## config.mk

```make
export PLATFORM = sky130hd
export DESIGN_NAME = pipelined_chunk_addsub_flat
export DESIGN_NICKNAME = d
export VERILOG_FILES = /design/src/rtl/pipelined_chunk_addsub_if.sv /design/src/rtl/pipelined_chunk_addsub.sv /design/src/flat_wrapper.sv
export SDC_FILE = /design/constraint.sdc
export NUM_CORES = 1
export LEC_CHECK = 0
export BUFFER_PORTS_ARGS = -buffer_cell sky130_fd_sc_hd__clkbuf_2
export CAP_MARGIN = 0
export CELL_PAD_IN_SITES_DETAIL_PLACEMENT = 2
export CELL_PAD_IN_SITES_GLOBAL_PLACEMENT = 2
export CORE_MARGIN = 1.5
export CORE_UTILIZATION = 38
export CTS_CLUSTER_SIZE = 24
export DETAILED_ROUTE_END_ITERATION = 16
export GPL_TIMING_DRIVEN = 0
export PLACE_DENSITY = 0.83
export SYNTH_ARGS = -nofsm -noshare
export SYNTH_HDL_FRONTEND = slang
export SYNTH_SLANG_ARGS = --single-unit
export TNS_END_PERCENT = 10
```

## constraint.sdc

```tcl
create_clock -name clk -period 10.4 [get_ports clk]
set_clock_uncertainty 0.2 [all_clocks]
set_input_delay 1.04 -clock clk [delete_from_list [all_inputs] [get_ports clk]]
set_output_delay 1.04 -clock clk [all_outputs]
set_load 0.05 [all_outputs]
```

## src/rtl/pipelined_chunk_addsub_if.sv

```systemverilog
// Operand/result handshake bundle for the chunked add/subtract unit.
// The master is the sequencer side; the slave is the arithmetic unit.
interface pipelined_chunk_addsub_if #(
   parameter int N = 32
);
   logic         in_valid;
   logic         in_ready;
   logic [N-1:0] a;
   logic [N-1:0] b;
   logic         sub;
   logic         cin;
   logic         out_valid;
   logic         out_ready;
   logic [N-1:0] sum;
   logic         carry_flag;
   logic         overflow_flag;
   logic         zero_flag;
   logic         negative_flag;

   modport master (
      output in_valid, a, b, sub, cin, out_ready,
      input  in_ready, out_valid, sum, carry_flag, overflow_flag, zero_flag, negative_flag
   );

   modport slave (
      input  in_valid, a, b, sub, cin, out_ready,
      output in_ready, out_valid, sum, carry_flag, overflow_flag, zero_flag, negative_flag
   );
endinterface

```

## src/rtl/pipelined_chunk_addsub.sv

```systemverilog
// Sequential N-bit add/subtract processed W bits per clock with the carry held
// in a register between chunks; sum and ALU flags are presented via valid/ready.
module pipelined_chunk_addsub #(
   parameter int N = 32,
   parameter int W = 8
) (
   input logic                     clk,
   input logic                     rst,
   pipelined_chunk_addsub_if.slave bus
);
   localparam int NCH = N / W;
   localparam int IW  = (NCH > 1) ? $clog2(NCH) : 1;
   localparam logic [IW-1:0] LAST_IDX = IW'(NCH - 1);

   generate
      if (N < 2 || W < 1 || W > N || (N % W) != 0) begin : g_bad_params
         $error("pipelined_chunk_addsub: need N >= 2, 1 <= W <= N and N %% W == 0");
      end
   endgenerate

   typedef enum logic [1:0] {IDLE, RUN, DONE} state_t;

   state_t         r_state;
   logic [N-1:0]   r_a;
   logic [N-1:0]   r_b;
   logic [N-1:0]   r_sum;
   logic           r_carry;
   logic           r_zacc;
   logic [IW-1:0]  r_idx;
   logic           r_in_ready;
   logic           r_out_valid;
   logic           r_c_flag;
   logic           r_v_flag;
   logic           r_z_flag;
   logic           r_n_flag;

   logic [W-1:0]   w_a_ch;
   logic [W-1:0]   w_b_ch;
   logic [W:0]     w_chunk;
   logic           w_last;
   logic           w_chunk_nz;

   // Subtraction is folded into addition: a - b - cin == a + ~b + !cin.
   assign w_a_ch     = r_a[int'(r_idx) * W +: W];
   assign w_b_ch     = r_b[int'(r_idx) * W +: W];
   assign w_chunk    = {1'b0, w_a_ch} + {1'b0, w_b_ch} + {{W{1'b0}}, r_carry};
   assign w_last     = (r_idx == LAST_IDX);
   assign w_chunk_nz = |w_chunk[W-1:0];

   always_ff @(posedge clk or posedge rst) begin
      if (rst) begin
         r_state     <= IDLE;
         r_a         <= '0;
         r_b         <= '0;
         r_sum       <= '0;
         r_carry     <= 1'b0;
         r_zacc      <= 1'b0;
         r_idx       <= '0;
         r_in_ready  <= 1'b0;
         r_out_valid <= 1'b0;
         r_c_flag    <= 1'b0;
         r_v_flag    <= 1'b0;
         r_z_flag    <= 1'b0;
         r_n_flag    <= 1'b0;
      end else begin
         case (r_state)
            IDLE: begin
               r_in_ready <= 1'b1;
               if (bus.in_valid && r_in_ready) begin
                  r_a        <= bus.a;
                  r_b        <= bus.sub ? ~bus.b : bus.b;
                  r_carry    <= bus.sub ? ~bus.cin : bus.cin;
                  r_zacc     <= 1'b0;
                  r_idx      <= '0;
                  r_in_ready <= 1'b0;
                  r_state    <= RUN;
               end
            end
            RUN: begin
               r_sum[int'(r_idx) * W +: W] <= w_chunk[W-1:0];
               r_carry <= w_chunk[W];
               r_zacc  <= r_zacc | w_chunk_nz;
               r_idx   <= r_idx + IW'(1);
               // The last chunk holds bit N-1, so the flags are settled here.
               if (w_last) begin
                  r_c_flag    <= w_chunk[W];
                  r_v_flag    <= (w_a_ch[W-1] == w_b_ch[W-1]) && (w_chunk[W-1] != w_a_ch[W-1]);
                  r_z_flag    <= ~(r_zacc | w_chunk_nz);
                  r_n_flag    <= w_chunk[W-1];
                  r_out_valid <= 1'b1;
                  r_state     <= DONE;
               end
            end
            DONE: begin
               if (bus.out_ready) begin
                  r_out_valid <= 1'b0;
                  r_in_ready  <= 1'b1;
                  r_state     <= IDLE;
               end
            end
            default: begin
               r_state <= IDLE;
            end
         endcase
      end
   end

   assign bus.in_ready      = r_in_ready;
   assign bus.out_valid     = r_out_valid;
   assign bus.sum           = r_sum;
   assign bus.carry_flag    = r_c_flag;
   assign bus.overflow_flag = r_v_flag;
   assign bus.zero_flag     = r_z_flag;
   assign bus.negative_flag = r_n_flag;
endmodule

```

## src/flat_wrapper.sv

```systemverilog
// flat-port wrapper written by rule: the top's interface ports become plain ports
module pipelined_chunk_addsub_flat 
#(
   parameter int N = 32,
   parameter int W = 8
)
  (clk, rst, bus_in_valid, bus_a, bus_b, bus_sub, bus_cin, bus_out_ready, bus_in_ready, bus_out_valid, bus_sum, bus_carry_flag, bus_overflow_flag, bus_zero_flag, bus_negative_flag);
  pipelined_chunk_addsub_if #(.N(N)) bus_i ();
  input logic clk;
  input logic rst;
  input wire logic [$bits(bus_i.in_valid)-1:0] bus_in_valid;
  input wire logic [$bits(bus_i.a)-1:0] bus_a;
  input wire logic [$bits(bus_i.b)-1:0] bus_b;
  input wire logic [$bits(bus_i.sub)-1:0] bus_sub;
  input wire logic [$bits(bus_i.cin)-1:0] bus_cin;
  input wire logic [$bits(bus_i.out_ready)-1:0] bus_out_ready;
  output wire logic [$bits(bus_i.in_ready)-1:0] bus_in_ready;
  output wire logic [$bits(bus_i.out_valid)-1:0] bus_out_valid;
  output wire logic [$bits(bus_i.sum)-1:0] bus_sum;
  output wire logic [$bits(bus_i.carry_flag)-1:0] bus_carry_flag;
  output wire logic [$bits(bus_i.overflow_flag)-1:0] bus_overflow_flag;
  output wire logic [$bits(bus_i.zero_flag)-1:0] bus_zero_flag;
  output wire logic [$bits(bus_i.negative_flag)-1:0] bus_negative_flag;
  assign bus_i.in_valid = bus_in_valid;
  assign bus_i.a = bus_a;
  assign bus_i.b = bus_b;
  assign bus_i.sub = bus_sub;
  assign bus_i.cin = bus_cin;
  assign bus_i.out_ready = bus_out_ready;
  assign bus_in_ready = bus_i.in_ready;
  assign bus_out_valid = bus_i.out_valid;
  assign bus_sum = bus_i.sum;
  assign bus_carry_flag = bus_i.carry_flag;
  assign bus_overflow_flag = bus_i.overflow_flag;
  assign bus_zero_flag = bus_i.zero_flag;
  assign bus_negative_flag = bus_i.negative_flag;
  pipelined_chunk_addsub #(.N(N), .W(W)) u_core (.clk(clk), .rst(rst), .bus(bus_i));
endmodule
```

Yosys cells after proc, flatten, opt, wreduce, memory -nomap -nowiden
Index checks and enable logic that the tools add are counted.
- register bits: 108
- word-level logic and storage cells: 65
- input bits: 70
- add/subtract/negate cells: 4
- shift-type cells: 4
- mux-type cells: 19
- bitwise logic cells: 4
- reductions and logical operators: 13
- equality and inequality tests: 8
- operator list (operator ; number):
    32-bit by 6-bit variable part select with 8-bit output ; 2
    5-bit negator with 33-bit output ; 1
    8-bit by 33-bit variable shift with 32-bit output, first input constant ; 1
    8-bit by 33-bit variable part select with 32-bit output ; 1
    32-bit bitwise mux ; 1
    32-bit 2-to-1 mux ; 1
    32-bit NOT ; 1
    8-bit by 8-bit adder with 9-bit output ; 1
    9-bit by 1-bit adder with 9-bit output ; 1
    2-bit 2-to-1 mux ; 4
    1-bit one-hot mux with 2 select lines ; 4
    2-bit AND reduction ; 4
    8-bit OR reduction ; 1
    1-bit 2-to-1 mux ; 7
    2-bit one-hot mux with 3 select lines ; 1
    3-bit AND reduction ; 2
    2-bit nonzero test ; 3
    2-bit == test, second input constant ; 2
    2-bit by 1-bit != test with 1-bit output, second input constant ; 2
    2-bit one-hot mux with 2 select lines ; 1
    2-bit by 1-bit adder with 2-bit output, second input constant ; 1
    2-bit by 1-bit == test with 1-bit output, second input constant ; 1
    1-bit logical AND ; 2
    2-bit logical NOT ; 1
    5 further kinds ; 6

Logic depth before layout (Yosys ltp)
Gate-level depths: netlist of the first run.
- depth after elaboration: 6
- mapped depth: 12
- mapped depth without buffers: 10

Least setup slack after synthesis of the first run
OpenSTA, ideal clock, no wires.
- path type: register to register
- start point: register u_core.r_idx[0]
- end point: register u_core.r_zacc
- path buffers: 2
- arrival time: 3.705 ns
- setup slack: 6.374 ns
- cell stages (with the launch flop): 13
- cells stage by stage: dfrtp_1 > clkbuf_1 > buf_2 > mux4_2 > inv_1 > fa_1 > fa_1 > or2b_1 > a21oi_1 > xor2_1 > or4_1 > or4b_1 > a22o_1
- cells in the longest elaborated chain, start to end: 6
- elaborated cells on any way between the ends: 7
- classes of those cells: add/sub: 2; shift: 2; mux: 1; bitwise: 1; reduce/logical: 1
- RTL lines (item ; RTL line ; RTL):
    start, declared ; pipelined_chunk_addsub.sv:29 ; logic [IW-1:0] r_idx;
    start signal, assigned ; pipelined_chunk_addsub.sv:83 ; r_idx <= r_idx + IW'(1);
    32-bit by 6-bit variable part select with 8-bit output, on equally long branches ; pipelined_chunk_addsub.sv:44, pipelined_chunk_addsub.sv:45 ;
    8-bit by 8-bit adder with 9-bit output (*) ; pipelined_chunk_addsub.sv:46 ; assign w_chunk = {1'b0, w_a_ch} + {1'b0, w_b_ch} + {{W{1'b0}}, r_carry};
    9-bit by 1-bit adder with 9-bit output (*) ; pipelined_chunk_addsub.sv:46 ;
    8-bit OR reduction (*) ; pipelined_chunk_addsub.sv:48 ; assign w_chunk_nz = |w_chunk[W-1:0];
    1-bit bitwise OR (*) ; pipelined_chunk_addsub.sv:82 ; r_zacc <= r_zacc | w_chunk_nz;
    1-bit one-hot mux with 2 select lines (*) ; pipelined_chunk_addsub.sv:66 ; case (r_state)
    end signal, assigned ; pipelined_chunk_addsub.sv:82 ;
    end, declared ; pipelined_chunk_addsub.sv:28 ; logic r_zacc;
Mark *: on every way between the ends. The rest lies on a longest branch, timed or not.
A chain may end at the register's enable or synchronous reset.

Final worst setup path of the first run
Same ends and word-level chain as after synthesis.

==> PnR_summary.wiki, run 1 <==
{| class="wikitable"
! Metric !! Value
|-
| Number of nets with antenna violations after detailed routing || 0
|-
| Library cell with the highest instance count after synthesis || dfrtp_1
|-
| Launching element type of the critical path || register
|-
| Status || completed
|-
| Detailed-placement wirelength estimate || 11.2 mm
|-
| EDFF count, synth || 0
|-
| Worst-path maximum fanout || 10
|-
| Fraction of layout instances using a drive strength above 1 || 32.7%
|-
| Area added between synthesis and finish || 21.6%
|-
| Headroom to the max-slew limit || 41.3%
|-
| Total via count in the routed design || 3829
|-
| Die height || 119 um
|-
| Number of levels in the clock H-tree || 3
|-
| Clk root buf || clkbuf_16
|-
| Post-CTS setup buffer count || 0
|-
| Starting utilization of the core area || 38.8%
|-
| Initial detailed-routing violation count || 157
|-
| Worst-margin pin slew || 0.880 ns
|-
| Class of the most critical hold timing path || register to register
|-
| Yosys top cell area share || 53.1%
|-
| Drt first pass iters || 4
|-
| Post-layout net count || 631
|-
| Register area share after synthesis || 53.1%
|-
| Wire length of the first global-routing pass || 24.4 mm
|-
| Clock transition at the registers of the reported paths || 0.07 ns
|-
| Number of synthesis warnings || 0
|-
| Startpoint-to-endpoint class of the critical path || register to register
|-
| Top post-synthesis cells by area || dfrtp_1 (53%), mux2_2 (7.3%), mux4_2 (7.1%)
|-
| Via count of the first global-routing pass || 4422
|-
| Post-cts repair resize count || 0
|-
| Number of antenna violations at the first check in global routing || 0
|-
| Setup repair after global routing missed its margin || false
|-
| FF+latch count, synth || 108
|-
| Cell taking the most area after synthesis || dfrtp_1
|-
| Final Routed Wirelength || 14.9 mm
|-
| Endpoints failing setup || 0
|-
| Worst endpoint data arrival time || 4.83 ns
|-
| Global-route total usage across every layer || 22.9%
|-
| Min Hold Slack || 0.286 ns
|-
| Mapped cell area || 0.00509 mm2
|-
| Core Footprint || 0.0131 mm2
|-
| Worst endpoint required time || 10.45 ns
|-
| CP endpoint kind || register
|-
| WL/cell || 20.6 um
|-
| Cell variety after synth || 38
|-
| CTS tree || done
|-
| Sink count of the clock tree || 108
|-
| Setup slack on the worst flop-to-flop path || 5.61 ns
|-
| Clock buffer depth || 2
|-
| Most common flop cell mapped by yosys || dfrtp_1
|-
| Number of instances in the synthesized netlist || 428
|-
| Setup TNS || 0 ns
|-
| Share of async-settable or async-resettable flops after synthesis || 100%
|-
| Cts bufs inserted || 9
|-
| Overall die area || 0.0141 mm2
|-
| GP Congestion || 0.772
|-
| Mean instance size in the synthesized netlist || 11.9 um2
|-
| Highest attainable clock frequency || 209 MHz
|-
| Pin count of the biggest net entering global routing || 57
|-
| Clk_lat worst skew || 0.36 ns
|-
| Post-Synthesis Net Count || 513
|-
| Commonest cells post-synth || dfrtp_1 (108), nor2_1 (43), a21oi_1 (40)
|-
| Row count || 42
|-
| Residual overflow from global routing || 0
|-
| Minimum clock period || 4.79 ns
|-
| Final worst path period share || 46.0%
|-
| DRC violations left || 0
|-
| Number of buffers added to fix hold violations after cts || 0
|-
| Maximum Capacitance Violations || 0
|-
| Count of pins over their slew limit || 0
|-
| Antenna fix cells || 0
|-
| Ports placed on the boundary || 108
|-
| Die W || 119 um
|-
| Final Hold Fails || 0
|-
| Port bufs || 106
|-
| Number of vias per cell || 5.27
|}
## layout by cell type, fill, tap and decap left out, drive strengths merged, types with 4 or more instances in the layout
cell type    n
nor3         5
nor2b        4
nor2        43
o21ai       20
ha          13
nand2       27
inv         10
dfrtp      108
clkinv       4
xor2         4
a21oi       40
a22o        21
buf          9
clkbuf     128
xnor2       34
mux4        16
mux2        33
## per-stage QoR
step | cells | utilization [%] | worst slack (ns) | area [um2]
floorplan | 428 | - | 6.31 | 5090
global placement | 710 | 44.5 | 5.15 | 5840
detailed placement | 711 | 44.7 | 5.61 | 5870
CTS | 727 | 47.1 | 5.59 | 6190
global route | 727 | 47.1 | 5.39 | 6190
finish | 727 | 47.1 | 5.61 | 6190
## critical path, stage by stage (launching register included)
cell and delay, ns:
dfrtp_1 0.42, clkbuf_1 0.34, buf_1 0.71, mux4_2 0.63
ha_1 0.41, or2b_1 0.29, a21oi_1 0.17, xor2_1 0.21
or4_1 0.51, or4b_1 0.56, a22o_1 0.20
## final cells by class
class,instances,area (um2)
plain buffers,21,80.1
clock buffers,9,225
clock inverters,7,91.3
fillers,1386,6950
inverters,10,40.0
multi-input cells,289,2270
flip-flops and latches,108,2700
well taps,176,220
repair buffers,107,558
## kinds of logic after synthesis
kind of cell	count (synthesis)	share of synthesized area [%]
XOR/XNOR	38	6.54
AO/OA/AOI/OAI	93	11.5
multiplexers	49	14.4
buffers and inverters	31	2.31
adder cells (fa/ha/maj)	15	3.98
flip-flops	108	53.1
AND/OR/NAND/NOR	94	8.21
## flip-flops by register name, summed over array words and instances, names as in the netlist, 2 cells and up
signal / count
u_core.r_state: 2
u_core.r_idx: 2
u_core.r_b: 32
u_core.r_a: 32
u_core.bus.sum: 32
## final timing paths
check,startpoint,endpoint,cells past startpoint
max in group asynchronous,rst,u_core.r_a[10],3
hold reg to reg,u_core.bus.sum[30],u_core.bus.sum[30],2
setup / recovery,u_core.r_idx[0],u_core.r_zacc,10
min in group asynchronous,rst,u_core.r_b[8],2
hold / removal,u_core.bus.sum[30],u_core.bus.sum[30],2
setup reg to reg,u_core.r_idx[0],u_core.r_zacc,10
## layer usage
metal  global-route usage (%)  vias up  share of wire, %
li1                         -     1744                 -
met1                     28.7     1983                43
met2                     40.7       86                52
met3                     3.09       16               3.1
met4                     8.36        0               2.0
met5                        0        -                 0
Power of run 1 is not shown: default switching activity piles up to over one toggle a cycle in this logic, so the estimate is an artifact.
==> run 2: changes to the inputs <==
--- a/config.mk
+++ b/config.mk
@@ -5,16 +5,17 @@
 export SDC_FILE = /design/constraint.sdc
 export NUM_CORES = 1
 export LEC_CHECK = 0
+export ABC_AREA = 1
 export BUFFER_PORTS_ARGS = -buffer_cell sky130_fd_sc_hd__clkbuf_2
 export CAP_MARGIN = 0
 export CELL_PAD_IN_SITES_DETAIL_PLACEMENT = 2
 export CELL_PAD_IN_SITES_GLOBAL_PLACEMENT = 2
 export CORE_MARGIN = 1.5
-export CORE_UTILIZATION = 38
+export CORE_UTILIZATION = 32
 export CTS_CLUSTER_SIZE = 24
 export DETAILED_ROUTE_END_ITERATION = 16
 export GPL_TIMING_DRIVEN = 0
-export PLACE_DENSITY = 0.83
+export PLACE_DENSITY = 0.78
 export SYNTH_ARGS = -nofsm -noshare
 export SYNTH_HDL_FRONTEND = slang
 export SYNTH_SLANG_ARGS = --single-unit
==> constraint.sdc (replaced) <==
create_clock -name clk -period 4.7 [get_ports clk]
set_clock_uncertainty 0.2 [all_clocks]
set_input_delay 0.47 -clock clk [delete_from_list [all_inputs] [get_ports clk]]
set_output_delay 0.47 -clock clk [all_outputs]
set_load 0.05 [all_outputs]
==> run 2 against run 1 <==
Maximum frequency increased by 16%. Sequential cell count unchanged. Sequential share of layout area fell by 2.1 points. Synthesized cell count is 48% higher. Worst setup slack worse by 5.0 ns. Critical endpoint is now u_core.bus.sum[30]. Highest routed layer unchanged.
==> PnR_summary.wiki, run 2 <==
{| class="wikitable"
! Metric !! Value
|-
| Post-layout net count || 839
|-
| Status || completed
|-
| Post-Synthesis Net Count || 720
|-
| Power share of the sequential group || 28.3%
|-
| Synth Area in XOR/XNOR || 5.74%
|-
| Worst reg2reg path startpoint || u_core.r_idx[1]
|-
| Most common flop cell mapped by yosys || dfrtp_1
|-
| Commonest cells after routing, fill and taps aside || nand2_1 (213), dfrtp_1 (108), clkbuf_2 (106), o21ai_0 (80), nor2_1 (44)
|-
| CP endpoint kind || register
|-
| Clock buffer depth || 2
|-
| Total via count in the routed design || 4765
|-
| Final Hold Fails || 0
|-
| Maximum Capacitance Violations || 0
|-
| WL/cell || 17.6 um
|-
| Number of levels in the clock H-tree || 3
|-
| Residual overflow from global routing || 0
|-
| Mux contribution to synthesized area || 0%
|-
| Startpoint-to-endpoint class of the critical path || register to register
|-
| Share of the core filled with cells in the final layout || 39.5%
|-
| Detailed-placement wirelength estimate || 13.3 mm
|-
| FF+latch count, synth || 108
|-
| Initial detailed-routing violation count || 139
|-
| Count of pins over their slew limit || 0
|-
| Row count || 47
|-
| Highest attainable clock frequency || 242 MHz
|-
| Antenna fix cells || 0
|-
| Area added between synthesis and finish || 21.9%
|-
| Leakage power of the design || 3.31 nW
|-
| Proportion of total power due to net switching || 51.5%
|-
| Global-route total usage across every layer || 21.0%
|-
| Most frequent standard cell in the layout excluding fill and tap cells || nand2_1
|-
| Final worst path period share || 87.8%
|-
| Mean instance size in the synthesized netlist || 8.41 um2
|-
| Largest family of logic cells by synthesized area || simple AND/OR/NAND/NOR gates
|-
| Class of the most critical hold timing path || input pin to register
|-
| Pin count of the biggest net entering global routing || 66
|-
| Clock transition at the registers of the reported paths || 0.07 ns
|-
| CP endpoint || u_core.bus.sum[30]
|-
| Worst endpoint required time || 4.80 ns
|-
| Endpoints failing setup || 0
|-
| Power density over cell area || 853 mW/mm2
|-
| Clk root buf || clkbuf_16
|-
| Net switching power || 2.86 mW
|-
| Cell variety after synth || 31
|-
| Top post-synthesis cells by area || dfrtp_1 (51%), nand2_1 (15%), o21ai_0 (7.5%)
|-
| Proportion of power drawn by combinational gates || 56.6%
|-
| Worst Reg-to-Reg Cells || 15
|-
| Via count of the first global-routing pass || 5343
|-
| Starting utilization of the core area || 32.4%
|-
| Cell taking the most area after synthesis || dfrtp_1
|-
| Min Hold Slack || 0.110 ns
|-
| Yosys top cell area share || 50.6%
|-
| Number of instances in the synthesized netlist || 635
|-
| Minimum clock period || 4.13 ns
|-
| Setup slack on the worst flop-to-flop path || 0.57 ns
|-
| Headroom to the max-slew limit || 51.3%
|-
| Die W || 132 um
|-
| Number of nets with antenna violations after detailed routing || 0
|-
| R2R Path End || u_core.bus.sum[30]
|-
| Cell-internal power || 2.69 mW
|-
| Number of vias per cell || 4.87
|-
| Mapped cell area || 0.00534 mm2
|-
| Arithmetic-cell share of the synthesized area counting full adders, half adders and majority gates || 3.80%
|-
| Fraction of layout instances using a drive strength above 1 || 19.0%
|-
| Post-synthesis share of cell area spent on and, or, nand and nor gates || 22.2%
|-
| Share of async-settable or async-resettable flops after synthesis || 100%
|-
| Cts bufs inserted || 9
|-
| DRC violations left || 0
|-
| Worst endpoint data arrival time || 4.22 ns
|-
| Launching instance or port of the critical path || u_core.r_idx[1]
|-
| Final Routed Wirelength || 17.2 mm
|-
| EDFF count, synth || 0
|-
| Overall die area || 0.0175 mm2
|-
| Clk_lat worst skew || 0.36 ns
|-
| Die height || 132 um
|-
| GP Congestion || 0.865
|-
| Core Footprint || 0.0165 mm2
|-
| Commonest cells post-synth || nand2_1 (213), dfrtp_1 (108), o21ai_0 (80)
|-
| Library cell with the highest instance count after synthesis || nand2_1
|-
| Setup repair after global routing missed its margin || false
|-
| CTS tree || done
|-
| Register area share after synthesis || 50.6%
|-
| Worst-path maximum fanout || 12
|-
| Number of synthesis warnings || 0
|-
| Clock network fraction of design power || 15.0%
|-
| Number of antenna violations at the first check in global routing || 0
|-
| Compound-cell area share of the yosys netlist || 12.7%
|-
| Ports placed on the boundary || 108
|-
| Sink count of the clock tree || 108
|-
| Port bufs || 106
|-
| Launching element type of the critical path || register
|-
| Worst VDD drop || 0.243 mV
|-
| Total power || 5.55 mW
|-
| Wire length of the first global-routing pass || 28.4 mm
|-
| Worst-margin pin slew || 0.731 ns
|-
| Drt first pass iters || 4
|}
[run 2: cell types whose count changed after synthesis, moves of 9 or more]
| cell | before | now |
|---|---|---|
| nand2_1 | 27 | 213 |
| a22o_1 | 17 | 4 |
| inv_1 | 10 | 35 |
| clkbuf_1 | 13 | 22 |
| mux4_2 | 16 | 0 |
| o21ai_0 | 19 | 80 |
| a21oi_1 | 40 | 9 |
| nand3_1 | 0 | 14 |
| mux2_2 | 33 | 0 |
| o22ai_1 | 0 | 13 |
[run 2: worst min path at each step]
stage               slack (ns)  depth (start not counted)      startpoint              to
floorplan                 0.24                          2  u_core.r_a[16]  u_core.r_a[16]
global placement          0.25                          2  u_core.r_a[21]  u_core.r_a[21]
detailed placement        0.26                          2  u_core.r_a[13]  u_core.r_a[13]
CTS                       0.11                          3       bus_a[10]  u_core.r_a[10]
global route              0.13                          3       bus_a[22]  u_core.r_a[22]
finish                    0.11                          3       bus_a[29]  u_core.r_a[29]
[run 2: critical path, stage by stage, from the launching register on]
cell	delay, ns
dfrtp_1	0.50
inv_1	0.12
clkbuf_1	0.38
clkbuf_1	0.60
a21oi_1	0.22
fa_1	0.47
fa_1	0.43
inv_1	0.10
nand2_1	0.05
nand2_1	0.08
nand3_1	0.10
nand3b_1	0.10
nand2_1	0.20
nor3_1	0.31
nand2_1	0.12
nand2_1	0.08
[run 2: layer usage]
layer / GRT usage, % / wire, um / up-vias
met3: 2.81 / 541 / 19
li1: - / - / 2284
met5: 0 / 0 / -
met2: 37.7 / 8950 / 95
met4: 6.67 / 316 / 0
met1: 26.1 / 7430 / 2367
[run 2: through the flow]
step	TNS (ns)	worst slack, ns	instance area, um2	cells
2_1_floorplan	0	1.18	5340	635
3_3_place_gp	-4.25	-0.0494	6140	961
3_5_place_dp	0	0.607	6170	962
4_1_cts	0	0.537	6510	978
5_1_grt	0	0.210	6510	978
6_report	0	0.573	6510	978
[run 2: cells by family (layout without fill, tap and decap cells)]
logic type / after synthesis / count (layout)
XOR/XNOR: 35 / 35
AND/OR/NAND/NOR: 287 / 287
flip-flops: 108 / 108
AO/OA/AOI/OAI: 122 / 122
adder cells (fa/ha/maj): 15 / 15
buffers and inverters: 68 / 191
[run 2: timing repair]
action | CTS | global route
endpoints found under the hold margin | 25 | 0
endpoints found under the setup margin | 0 | 0
hold buffers | 1 | 0
setup buffers | 0 | 0
resized for setup | 0 | 0
[run 2: area by class of cell]
type / count / area [um2]
clock buffers: 11 / 253
clock inverters: 4 / 72.6
repair buffers: 108 / 568
plain buffers: 29 / 118
multi-input cells: 459 / 2370
flip-flops and latches: 108 / 2700
fillers: 1924 / 9960
well taps: 220 / 275
inverters: 39 / 149
[run 2: power groups by stage]
stage               clock, mW  combinational (mW)  sequential, mW
finish                  0.835                3.14            1.57
global placement            0                3.01            1.57
detailed placement          0                3.16            1.59
CTS                     0.855                3.18            1.58
floorplan                   0                1.82            1.86
global route            0.886                3.55            1.62
Note: power is estimated with default switching activity, not from simulation.
